<file path="src/rtl/mpi_ahb3_slave_if.sv">
// AHB3-Lite slave front-end for the MPI message buffer: one AHB beat becomes one buffer access.
// Optional ACCESS timeout enabled by defining MPI_AHB3_TIMEOUT_EN.
module mpi_ahb3_slave_if #(
  parameter int unsigned PLEN    = 32,
  parameter int unsigned XLEN    = 32,
  parameter int unsigned TIMEOUT = 255
) (
  input  logic            clk,
  input  logic            rst,
  input  logic            HSEL,
  input  logic [PLEN-1:0] HADDR,
  input  logic [XLEN-1:0] HWDATA,
  output logic [XLEN-1:0] HRDATA,
  input  logic            HWRITE,
  input  logic [2:0]      HSIZE,
  input  logic [2:0]      HBURST,
  input  logic [3:0]      HPROT,
  input  logic [1:0]      HTRANS,
  input  logic            HMASTLOCK,
  input  logic            HREADY,
  output logic            HREADYOUT,
  output logic            HRESP,
  output logic [31:0]     bus_addr,
  output logic            bus_we,
  output logic            bus_en,
  output logic [31:0]     bus_data_in,
  input  logic [31:0]     bus_data_out,
  input  logic            bus_ack,
  input  logic            bus_err
);

  localparam logic [2:0] HSIZE_WORD = 3'b010;

  typedef enum logic [2:0] {
    S_IDLE   = 3'd0,
    S_ACCESS = 3'd1,
    S_RESP   = 3'd2,
    S_ERR1   = 3'd3,
    S_ERR2   = 3'd4
  } state_t;

  state_t state, state_nxt;
  logic   accept, bad_xfer, timeout_hit;
  logic   capture, load_rdata;
  logic   ready_nxt, resp_nxt, en_nxt;
  logic   unused_ok;

  assign bus_data_in = 32'(HWDATA);
  assign accept      = HSEL & HREADY & HTRANS[1];
  assign bad_xfer    = (HSIZE != HSIZE_WORD) | (HADDR[1:0] != 2'b00);
  assign unused_ok   = &{1'b0, HBURST, HPROT, HMASTLOCK, HTRANS[0], 32'(TIMEOUT)};

`ifdef MPI_AHB3_TIMEOUT_EN
  localparam int unsigned CNT_W = $clog2(TIMEOUT + 1);

  logic [CNT_W-1:0] to_cnt;

  // Counts stalled ACCESS cycles; held at zero outside ACCESS so every entry starts fresh.
  always_ff @(posedge clk) begin
    if (!rst) begin
      to_cnt <= '0;
    end else if (state != S_ACCESS) begin
      to_cnt <= '0;
    end else if (!bus_ack && !bus_err) begin
      to_cnt <= to_cnt + CNT_W'(1);
    end
  end

  assign timeout_hit = (state == S_ACCESS) && (to_cnt == CNT_W'(TIMEOUT - 1));
`else
  assign timeout_hit = 1'b0;
`endif

  // Next state; a new address phase is only taken where HREADYOUT is high.
  always_comb begin
    state_nxt  = state;
    capture    = 1'b0;
    load_rdata = 1'b0;
    ready_nxt  = 1'b1;
    resp_nxt   = 1'b0;
    en_nxt     = 1'b0;
    unique case (state)
      S_IDLE, S_RESP, S_ERR2: begin
        state_nxt = S_IDLE;
        if (accept) begin
          capture   = 1'b1;
          state_nxt = bad_xfer ? S_ERR1 : S_ACCESS;
        end
      end
      S_ACCESS: begin
        if (bus_err) begin
          state_nxt = S_ERR1;
        end else if (bus_ack) begin
          state_nxt  = S_RESP;
          load_rdata = !bus_we;
        end else if (timeout_hit) begin
          state_nxt = S_ERR1;
        end
      end
      S_ERR1:  state_nxt = S_ERR2;
      default: state_nxt = S_IDLE;
    endcase
    ready_nxt = (state_nxt == S_IDLE) || (state_nxt == S_RESP) || (state_nxt == S_ERR2);
    resp_nxt  = (state_nxt == S_ERR1) || (state_nxt == S_ERR2);
    en_nxt    = (state_nxt == S_ACCESS);
  end

  // State and registered bus/AHB outputs.
  always_ff @(posedge clk) begin
    if (!rst) begin
      state     <= S_IDLE;
      HREADYOUT <= 1'b1;
      HRESP     <= 1'b0;
      bus_en    <= 1'b0;
      bus_we    <= 1'b0;
      bus_addr  <= '0;
      HRDATA    <= '0;
    end else begin
      state     <= state_nxt;
      HREADYOUT <= ready_nxt;
      HRESP     <= resp_nxt;
      bus_en    <= en_nxt;
      if (capture) begin
        bus_addr <= 32'(HADDR);
        bus_we   <= HWRITE;
      end
      if (load_rdata) begin
        HRDATA <= XLEN'(bus_data_out);
      end
    end
  end

endmodule

</file>
<file path="config.mk">
export PLATFORM = sky130hd
export DESIGN_NAME = mpi_ahb3_slave_if
export DESIGN_NICKNAME = d
export VERILOG_FILES = /design/src/rtl/mpi_ahb3_slave_if.sv
export SDC_FILE = /design/constraint.sdc
export NUM_CORES = 1
export LEC_CHECK = 0
export BUFFER_PORTS_ARGS = -buffer_cell sky130_fd_sc_hd__buf_2
export CAP_MARGIN = 20
export CORE_ASPECT_RATIO = 1.1
export CORE_MARGIN = 2
export CORE_UTILIZATION = 41
export DETAILED_ROUTE_END_ITERATION = 7
export HOLD_SLACK_MARGIN = 0.02
export PLACE_DENSITY = 0.88
export SETUP_SLACK_MARGIN = 0.15
export SKIP_LAST_GASP = 1
export SLEW_MARGIN = 0
export SYNTH_ARGS = -nofsm -noshare
export SYNTH_HDL_FRONTEND = slang
export SYNTH_SLANG_ARGS = --single-unit
</file>
<file path="constraint.sdc">
create_clock -name clk -period 1.9 [get_ports clk]
set_input_delay 0.095 -clock clk [delete_from_list [all_inputs] [get_ports clk]]
set_output_delay 0.095 -clock clk [all_outputs]
set_load 0.01 [all_outputs]
</file>
### Word-level counts from Yosys, hierarchy flattened

Cells that the tools add are included.

| storage, ports and cells | value |
|---|---|
| register bits after elaboration | 71 |
| input port bits | 116 |
| output and inout bits | 100 |
| word-level logic and storage cells | 37 |

| operators by class | value |
|---|---|
| eq/ne operators | 9 |
| mux-type cells | 10 |
| bitwise gates (word level) | 3 |
| reductions and logical operators | 8 |

Operators by type and width:

| operator | count |
|---|---|
| 3-bit by 2-bit equality test with 1-bit output (second input constant) | 4 |
| 3-bit case mux with 3 select lines | 1 |
| 3-bit by 1-bit equality test with 1-bit output (second input constant) | 2 |
| 3-bit equality test (second input constant) | 2 |
| 3-bit logical NOT | 2 |
| 3-bit two-way mux | 2 |
| 1-bit two-way mux | 5 |
| 2-bit two-way mux | 2 |
| 1-bit logical OR | 3 |
| 3-bit by 2-bit != test with 1-bit output (second input constant) | 1 |
| 3-bit OR reduction | 1 |
| 1-bit AND | 2 |
| 2-bit nonzero test | 1 |
| 1-bit logical NOT | 1 |
| 1-bit bitwise OR | 1 |

### Longest topological paths before layout

Gate-level depths: netlist of the first run.

| depth | value |
|---|---|
| depth after elaboration | 8 |
| depth in mapped cells | 5 |
| depth with buffers taken out | 3 |

### Worst setup path after synthesis of the first run

No wires, ideal clock.

| path | value |
|---|---|
| path type | register to register |
| start | register bus_we |
| end | register HRDATA[10] |
| setup time | 0.118 ns |
| data arrival time | 1.245 ns |
| required time | 1.782 ns |
| path slack | 0.537 ns |
| stages on the path, launching flop included | 5 |
| buffers on the path | 1 |
| clock period less this slack | 1.363 ns |
| path through | dfxtp_1 -> or4b_4 -> buf_6 -> o21ai_1 -> a21boi_1 |

| on the way | value |
|---|---|
| cells in the longest elaborated chain, start to end | 4 |

RTL lines:

| what | line | source |
|---|---|---|
| start, declared | 24 | `output logic bus_we,` |
| start signal, assigned | 115 | `bus_we <= 1'b0;` |
| start signal, assigned | 125 | `bus_we <= HWRITE;` |
| 1-bit logical NOT | 95 | `load_rdata = !bus_we;` |
| 1-bit two-way mux | 93 | `end else if (bus_ack) begin` |
| 1-bit two-way mux | 91 | `if (bus_err) begin` |
| 1-bit two-way mux | 82 | `unique case (state)` |
| end signal, assigned | 128 | `HRDATA <= XLEN'(bus_data_out);` |
| end, declared | 13 | `output logic [XLEN-1:0] HRDATA,` |

No other way between the ends.
A chain may end at the register's enable or synchronous reset.

### Worst setup path in the final report of the first run

| path | value |
|---|---|
| start | register state[1] |
| end | register HRDATA[4] |

| on the way | value |
|---|---|
| cells in the longest elaborated chain, start to end | 2 |

RTL lines:

| what | line | source |
|---|---|---|
| start, declared | 42 | `state_t state, state_nxt;` |
| start signal, assigned | 119 | `state <= state_nxt;` |
| 3-bit by 1-bit equality test with 1-bit output | 82 |  |
| 1-bit two-way mux | 82 |  |

No other way between the ends.

==> results of run 1 <==
==> cell type report <==
cell class / instances / area [µm²]
Clock buffer: 12 / 165
Clock inverter: 1 / 5.00
Fill cell: 655 / 3120
Inverter: 1 / 3.75
Multi-Input combinational cell: 217 / 1320
Sequential cell: 71 / 1420
Tap cell: 87 / 109
Timing Repair Buffer: 202 / 1290
==> logic make-up after synthesis <==
family,share of synthesized area
AOI/OAI and AO/OA,0.282
and+or+nand+nor,0.135
DFF,0.453
buffers and inverters,0.129
==> through the flow <==
step                       util  cells  hold WS, ns  setup WS [ns]  power [mW]
after floorplan               -    355        0.242          0.537        1.79
after global placement    0.494    531        0.190          0.384        1.86
after detailed placement  0.494    531        0.190          0.336        1.87
after CTS                 0.580    591       0.0204          0.313        3.01
after global routing      0.580    591       0.0425          0.211        3.11
final                     0.580    591       0.0364          0.302        2.97
==> placed cells by master (no fill, tap or decap), drive strengths merged, types with 2 or more instances in the layout <==
master       count
buf            155
a21boi          69
o21ai           68
or4b             2
clkbuf          12
dlygate4sd3     47
nand3           65
dfxtp           71
==> routing by layer <==
metal | vias up | share of wire | global-route usage
li1 | 1519 | - | -
met1 | 1479 | 0.40 | 0.226
met2 | 150 | 0.51 | 0.399
met3 | 25 | 0.062 | 0.0446
met4 | 0 | 0.029 | 0.106
met5 | - | 0 | 0
==> worst max path at each step <==
stage / from / end / cells after the start
after floorplan: bus_we / HRDATA[10] / 4
final: state[1] / HRDATA[4] / 3
after global placement: state[1] / HRDATA[4] / 3
after CTS: state[1] / HRDATA[4] / 3
after global routing: state[1] / HRDATA[3] / 3
after detailed placement: state[1] / HRDATA[4] / 3
==> repair_timing <==
action / in CTS / in global routing
hold endpoints to repair: 47 / 0
hold buffers: 47 / 0
gates resized for setup: 0 / 0
==> cells in the mapped netlist (3+ instances only) <==
cell,number,share of area
buf_2,9,0.014
o21ai_1,30,0.048
buf_4,32,0.077
dfxtp_1,71,0.45
buf_6,3,0.011
nand3_1,65,0.10
a21boi_1,35,0.084
o21ai_0,38,0.061
a21boi_0,34,0.081
clkbuf_1,21,0.025
==> state kept, by name, summed over array words and instances, names as in the netlist <==
signal,count
HRDATA,32
bus_addr,32
state,3
HREADYOUT,1
HRESP,1
bus_en,1
bus_we,1
==> power by group <==
group | switching (mW) | leakage, nW | internal (mW)
clock network | 0.500 | 0.0902 | 0.558
registers | 0.0184 | 0.575 | 1.52
logic | 0.175 | 1.20 | 0.200
==> worst reg2reg max path, cell delays in order, from the launching register on <==
cell and delay, ns:
dfxtp_1 0.39, or4b_4 0.74, o21ai_0 0.25, a21boi_0 0.11
==> reports/qor.yml, run 1 <==
layout:
  layout-drive-gt1-share: 0.339
  nets: 618
  design_area_mm2: 0.00431
  syn_to_final_growth_pct: 37.6
  insertedDiodeCount: 0
logic_synthesis:
  synth_warnings: 0
  synth-async-reset-ratio: 0
  ys_seq_elements: 71
  seq_area_frac_synth: 0.453
  syn_avg_cell_area_um2: 8.83
  synth_edf_count: 0
  synth_cell_type_count: 27
  syn_inst: 355
  ys.flop_type: "dfxtp_1"
  syn_area_mm2: 0.00313
  synth_fp_nets: 471
critical_path:
  critPathKind: "reg2reg"
  r2r_end: "HRDATA[4]"
  r2r_start: "state[1]"
  critPathMaxStageDelay_ns: 0.74
  critPathSlowestCell: "or4b_4"
  critPathLaunchType: "register"
  r2r_slack_ns: 0.30
  worstRegToRegCells: 3
  path_buf_inv: 0
  path_delay_family: "simple AND/OR/NAND/NOR gates"
  critPathMaxFanout: 32
  cp_data_arrival_time_ns: 1.80
  crit_chain: "or4b_4 > o21ai_0 > a21boi_0"
  crit_required_ns: 2.10
  worst_setup_path_end_kind: "register"
die:
  ios: 216
  core_mm2: 0.00743
  die_w_um: 87.4
  die_h_um: 95.7
  die_area_mm2: 0.00836
  row_count: 33
  initial_core_util: 0.422
detailed_routing:
  drcViolationCount: 0
  routed_wl_um: 9160
  drt_pre_antenna_iters: 6
  drt_iter0_drc: 192
  vias: 3173
  wl_per_cell_um: 15.5
  vias_per_cell: 5.37
  ant_nets: 0
clocking:
  cts_max_level: 3
  clk_pin_slew_ns: 0.07
  cts_buffers: 9
  cts_setup_buffers: 0
  clock_path_buffers: 2
  cts_root_buf: "clkbuf_8"
  clock-sinks: 71
  insertion_delay_ns: 0.33
  cts_tree: "done"
grt:
  antenna_found_initial: 0
  grt_max_degree: 35
  grt_pass1_vias: 3036
  grt_pass1_wl_um: 14100
  grt_usage: 0.214
  gr-total-overflow: 0
worst_hold_path:
  min-delay-start: "HADDR[5]"
  worstHoldPathType: "in2reg"
  holdPathStages: 3
  whs_endpoint: "bus_addr[5]"
placed_design:
  place_hpwl_um: 5730
  io_buffers: 142
  placed_cell_area_mm2: 0.00367
  gp_congestion: 0.751
timing:
  finalCritPeriodShare: 0.841
  min_period_ns: 1.60
  finalSetupViolCount: 0
  fin_tns_setup_ns: 0
  clock.fmax_mhz: 626
  drv_slew: 0
  hold_viol: 0
  max_slew_margin: 0.715
  rsz0062_at_grt: "no"
  fin_skew_ns: 0.00545
  tightest_slew_ns: 0.428
power_and_ir_drop:
  ir_drop_mv: 0.454
  cellLeakagePower_nw: 1.87
  powerDensity_mw_per_mm2: 689
run:
  max-cap-violations: 0
status:
  status: "finished clean"
Note: power is estimated with default switching activity, not from simulation.
==> run 2: changes to the inputs <==
==> constraint.sdc (replaced) <==
create_clock -name clk -period 1.5 [get_ports clk]
set_input_delay 0.075 -clock clk [delete_from_list [all_inputs] [get_ports clk]]
set_output_delay 0.075 -clock clk [all_outputs]
set_load 0.01 [all_outputs]
==> run 2 against run 1 <==
Compared with the run above:
- fmax grew 15%
- cell count is 5.4% higher
- clock-buffer cell count shrank 1
- via count is 9.1% higher
- combinational power rose by 62%
- power up 39%
- critical path depth unchanged
- setup slack worse by 0.19 ns
- flip-flop and latch count unchanged
- utilization grew 7.1 points
- wire length rose by 21%
- sequential power is 27% higher
- largest cell class is now non-clock buffers
- highest routed layer unchanged
==> reports/qor.yml, run 2 (synthesized netlist as in run 1, its figures left out) <==
critical_path:
  path_delay_family: "simple AND/OR/NAND/NOR gates"
  path_buf_inv: 0  # unchanged
  crit_required_ns: 1.73  # -0.37 ns
  critPathMaxFanout: 16  # -50%
  critPathKind: "reg2reg"
  critPathSlowestCell: "or4b_4"
  critPathLaunchType: "register"
  cp_data_arrival_time_ns: 1.61  # -0.19 ns
  crit_chain: "or4b_4 > o21ai_1 > a21boi_1"
  worst_setup_path_end_kind: "register"
  critPathMaxStageDelay_ns: 0.66  # -0.08 ns
clocking:
  cts_max_level: 3  # unchanged
  cts_buffers: 9  # unchanged
  cts_root_buf: "clkbuf_8"
  clock-sinks: 71  # unchanged
  cts_tree: "done"
  clk_pin_slew_ns: 0.07  # about the same
  clock_path_buffers: 2  # unchanged
  insertion_delay_ns: 0.34  # about the same
grt:
  grt_max_degree: 38  # +8.6%
  gr-total-overflow: 0  # unchanged
  grt_usage: 0.241  # +0.0263
  grt_pass1_vias: 3371  # +11%
  grt_pass1_wl_um: 15700  # +12%
  antenna_found_initial: 0  # unchanged
layout:
  layout-drive-gt1-share: 0.381  # +0.0413
  fillers: 620  # -5.3%
  insertedDiodeCount: 0  # unchanged
  mostFrequentLayoutCells: "buf_2 (142), dfxtp_1 (68), dlygate4sd3_1 (65)"
  reg_top3: "HRDATA: 32 flops, bus_addr: 32 flops, state: 3 flops"
  syn_to_final_growth_pct: 54.5
  nets: 647  # +4.7%
  final_common_cell: "buf_2"
placed_design:
  io_buffers: 142  # unchanged
  gp_congestion: 0.742  # -1.2%
  place_hpwl_um: 5990  # +4.6%
power_and_ir_drop:
  combPwrFrac: 0.147  # +0.021
  seqPwrFrac: 0.471  # -0.047
  swShare: 0.246  # +0.0132
  power.switching_mw: 1.02  # +47%
  cellLeakagePower_nw: 2.07  # +11%
  cellInternalPower_mw: 3.12  # +37%
  clkPwrFrac: 0.382  # +0.026
  ir_drop_mv: 0.594  # +31%
  powerDensity_mw_per_mm2: 855  # +24%
detailed_routing:
  routed_wl_um: 11100  # +21%
  vias: 3463  # +9.1%
  vias_per_cell: 5.56  # +3.5%
  ant_nets: 0  # unchanged
  drcViolationCount: 0  # unchanged
  wl_per_cell_um: 17.8  # +15%
  drt_pre_antenna_iters: 4  # -2
  drt_iter0_drc: 260  # +35%
die:
  die_area_mm2: 0.00836  # unchanged
  ios: 216  # unchanged
  row_count: 33  # unchanged
  core_mm2: 0.00743  # unchanged
  die_h_um: 95.7  # unchanged
  die_w_um: 87.4  # unchanged
  initial_core_util: 0.422  # unchanged
run:
  max-cap-violations: 0  # unchanged
timing:
  min_period_ns: 1.39  # -0.211 ns
  hold_ws_ns: 0.105  # +0.0683 ns
  finalSetupViolCount: 0  # unchanged
  max_slew_margin: 0.761  # +0.0458
  drv_slew: 0  # unchanged
  tightest_slew_ns: 0.358  # -0.0694 ns
  clock.fmax_mhz: 721  # +15%
  finalCritPeriodShare: 0.925  # +0.0838
  fin_skew_ns: 0.00807  # +0.00262 ns
  fin_tns_setup_ns: 0  # unchanged
  rsz0062_at_grt: "yes"
  hold_viol: 0  # unchanged
status:
  status: "finished clean"
worst_hold_path:
  worstHoldPathType: "in2reg"
==> run 2: area by class of cell <==
class / count / area [µm²] / share of cell area
Clock inverter: 5 / 56.3 / 0.0116
Inverter: 1 / 3.75 / 0.000775
Multi-Input combinational cell: 219 / 1430 / 0.295
Tap cell: 87 / 109 / 0.0225
Timing Repair Buffer: 229 / 1670 / 0.344
Sequential cell: 71 / 1430 / 0.295
Clock buffer: 11 / 151 / 0.0313
==> run 2: worst paths after layout <==
check | start | endpoint | slack, ns | cells past startpoint
setup / recovery | bus_we | HRDATA[8] | 0.11 | 3
hold / removal | rst | bus_we | 0.10 | 2
setup reg to reg | bus_we | HRDATA[8] | 0.11 | 3
hold reg to reg | HRDATA[31] | HRDATA[31] | 0.48 | 2
==> run 2: power by group through the flow <==
stage / clock, mW / combinational (mW) / sequential, mW
detailed placement: 0 / 0.391 / 1.99
global placement: 0 / 0.378 / 1.99
CTS: 1.60 / 0.532 / 1.95
floorplan: 0 / 0.259 / 2.01
global route: 1.70 / 0.647 / 1.95
finish: 1.58 / 0.609 / 1.95
==> run 2: stage by stage <==
step | power, mW | utilization | setup slack, ns | area (µm²) | instances
floorplan | 2.27 | - | 0.161 | 3130 | 355
global placement | 2.37 | 0.502 | 0.0791 | 3730 | 534
detailed placement | 2.38 | 0.502 | 0.0564 | 3730 | 534
CTS | 4.08 | 0.621 | 0.114 | 4620 | 616
global route | 4.30 | 0.652 | 0.0504 | 4840 | 623
finish | 4.14 | 0.652 | 0.113 | 4840 | 623
==> run 2: metal layers <==
metal / vias to the layer above / wire length (µm) / share of wire / GRT usage
met3: 52 / 778 / 0.070 / 0.0635
met5: - / 0 / 0 / 0
met1: 1650 / 4150 / 0.37 / 0.251
met2: 170 / 5710 / 0.51 / 0.427
li1: 1591 / - / - / -
met4: 0 / 466 / 0.042 / 0.150
==> run 2: timing repair <==
item,CTS,global route
endpoints found under the setup margin,33,69
resized for setup,5,46
gates cloned,2,5
hold buffers,64,1
pin swaps,1,16
buffers inserted,0,1
endpoints found under the hold margin,64,1
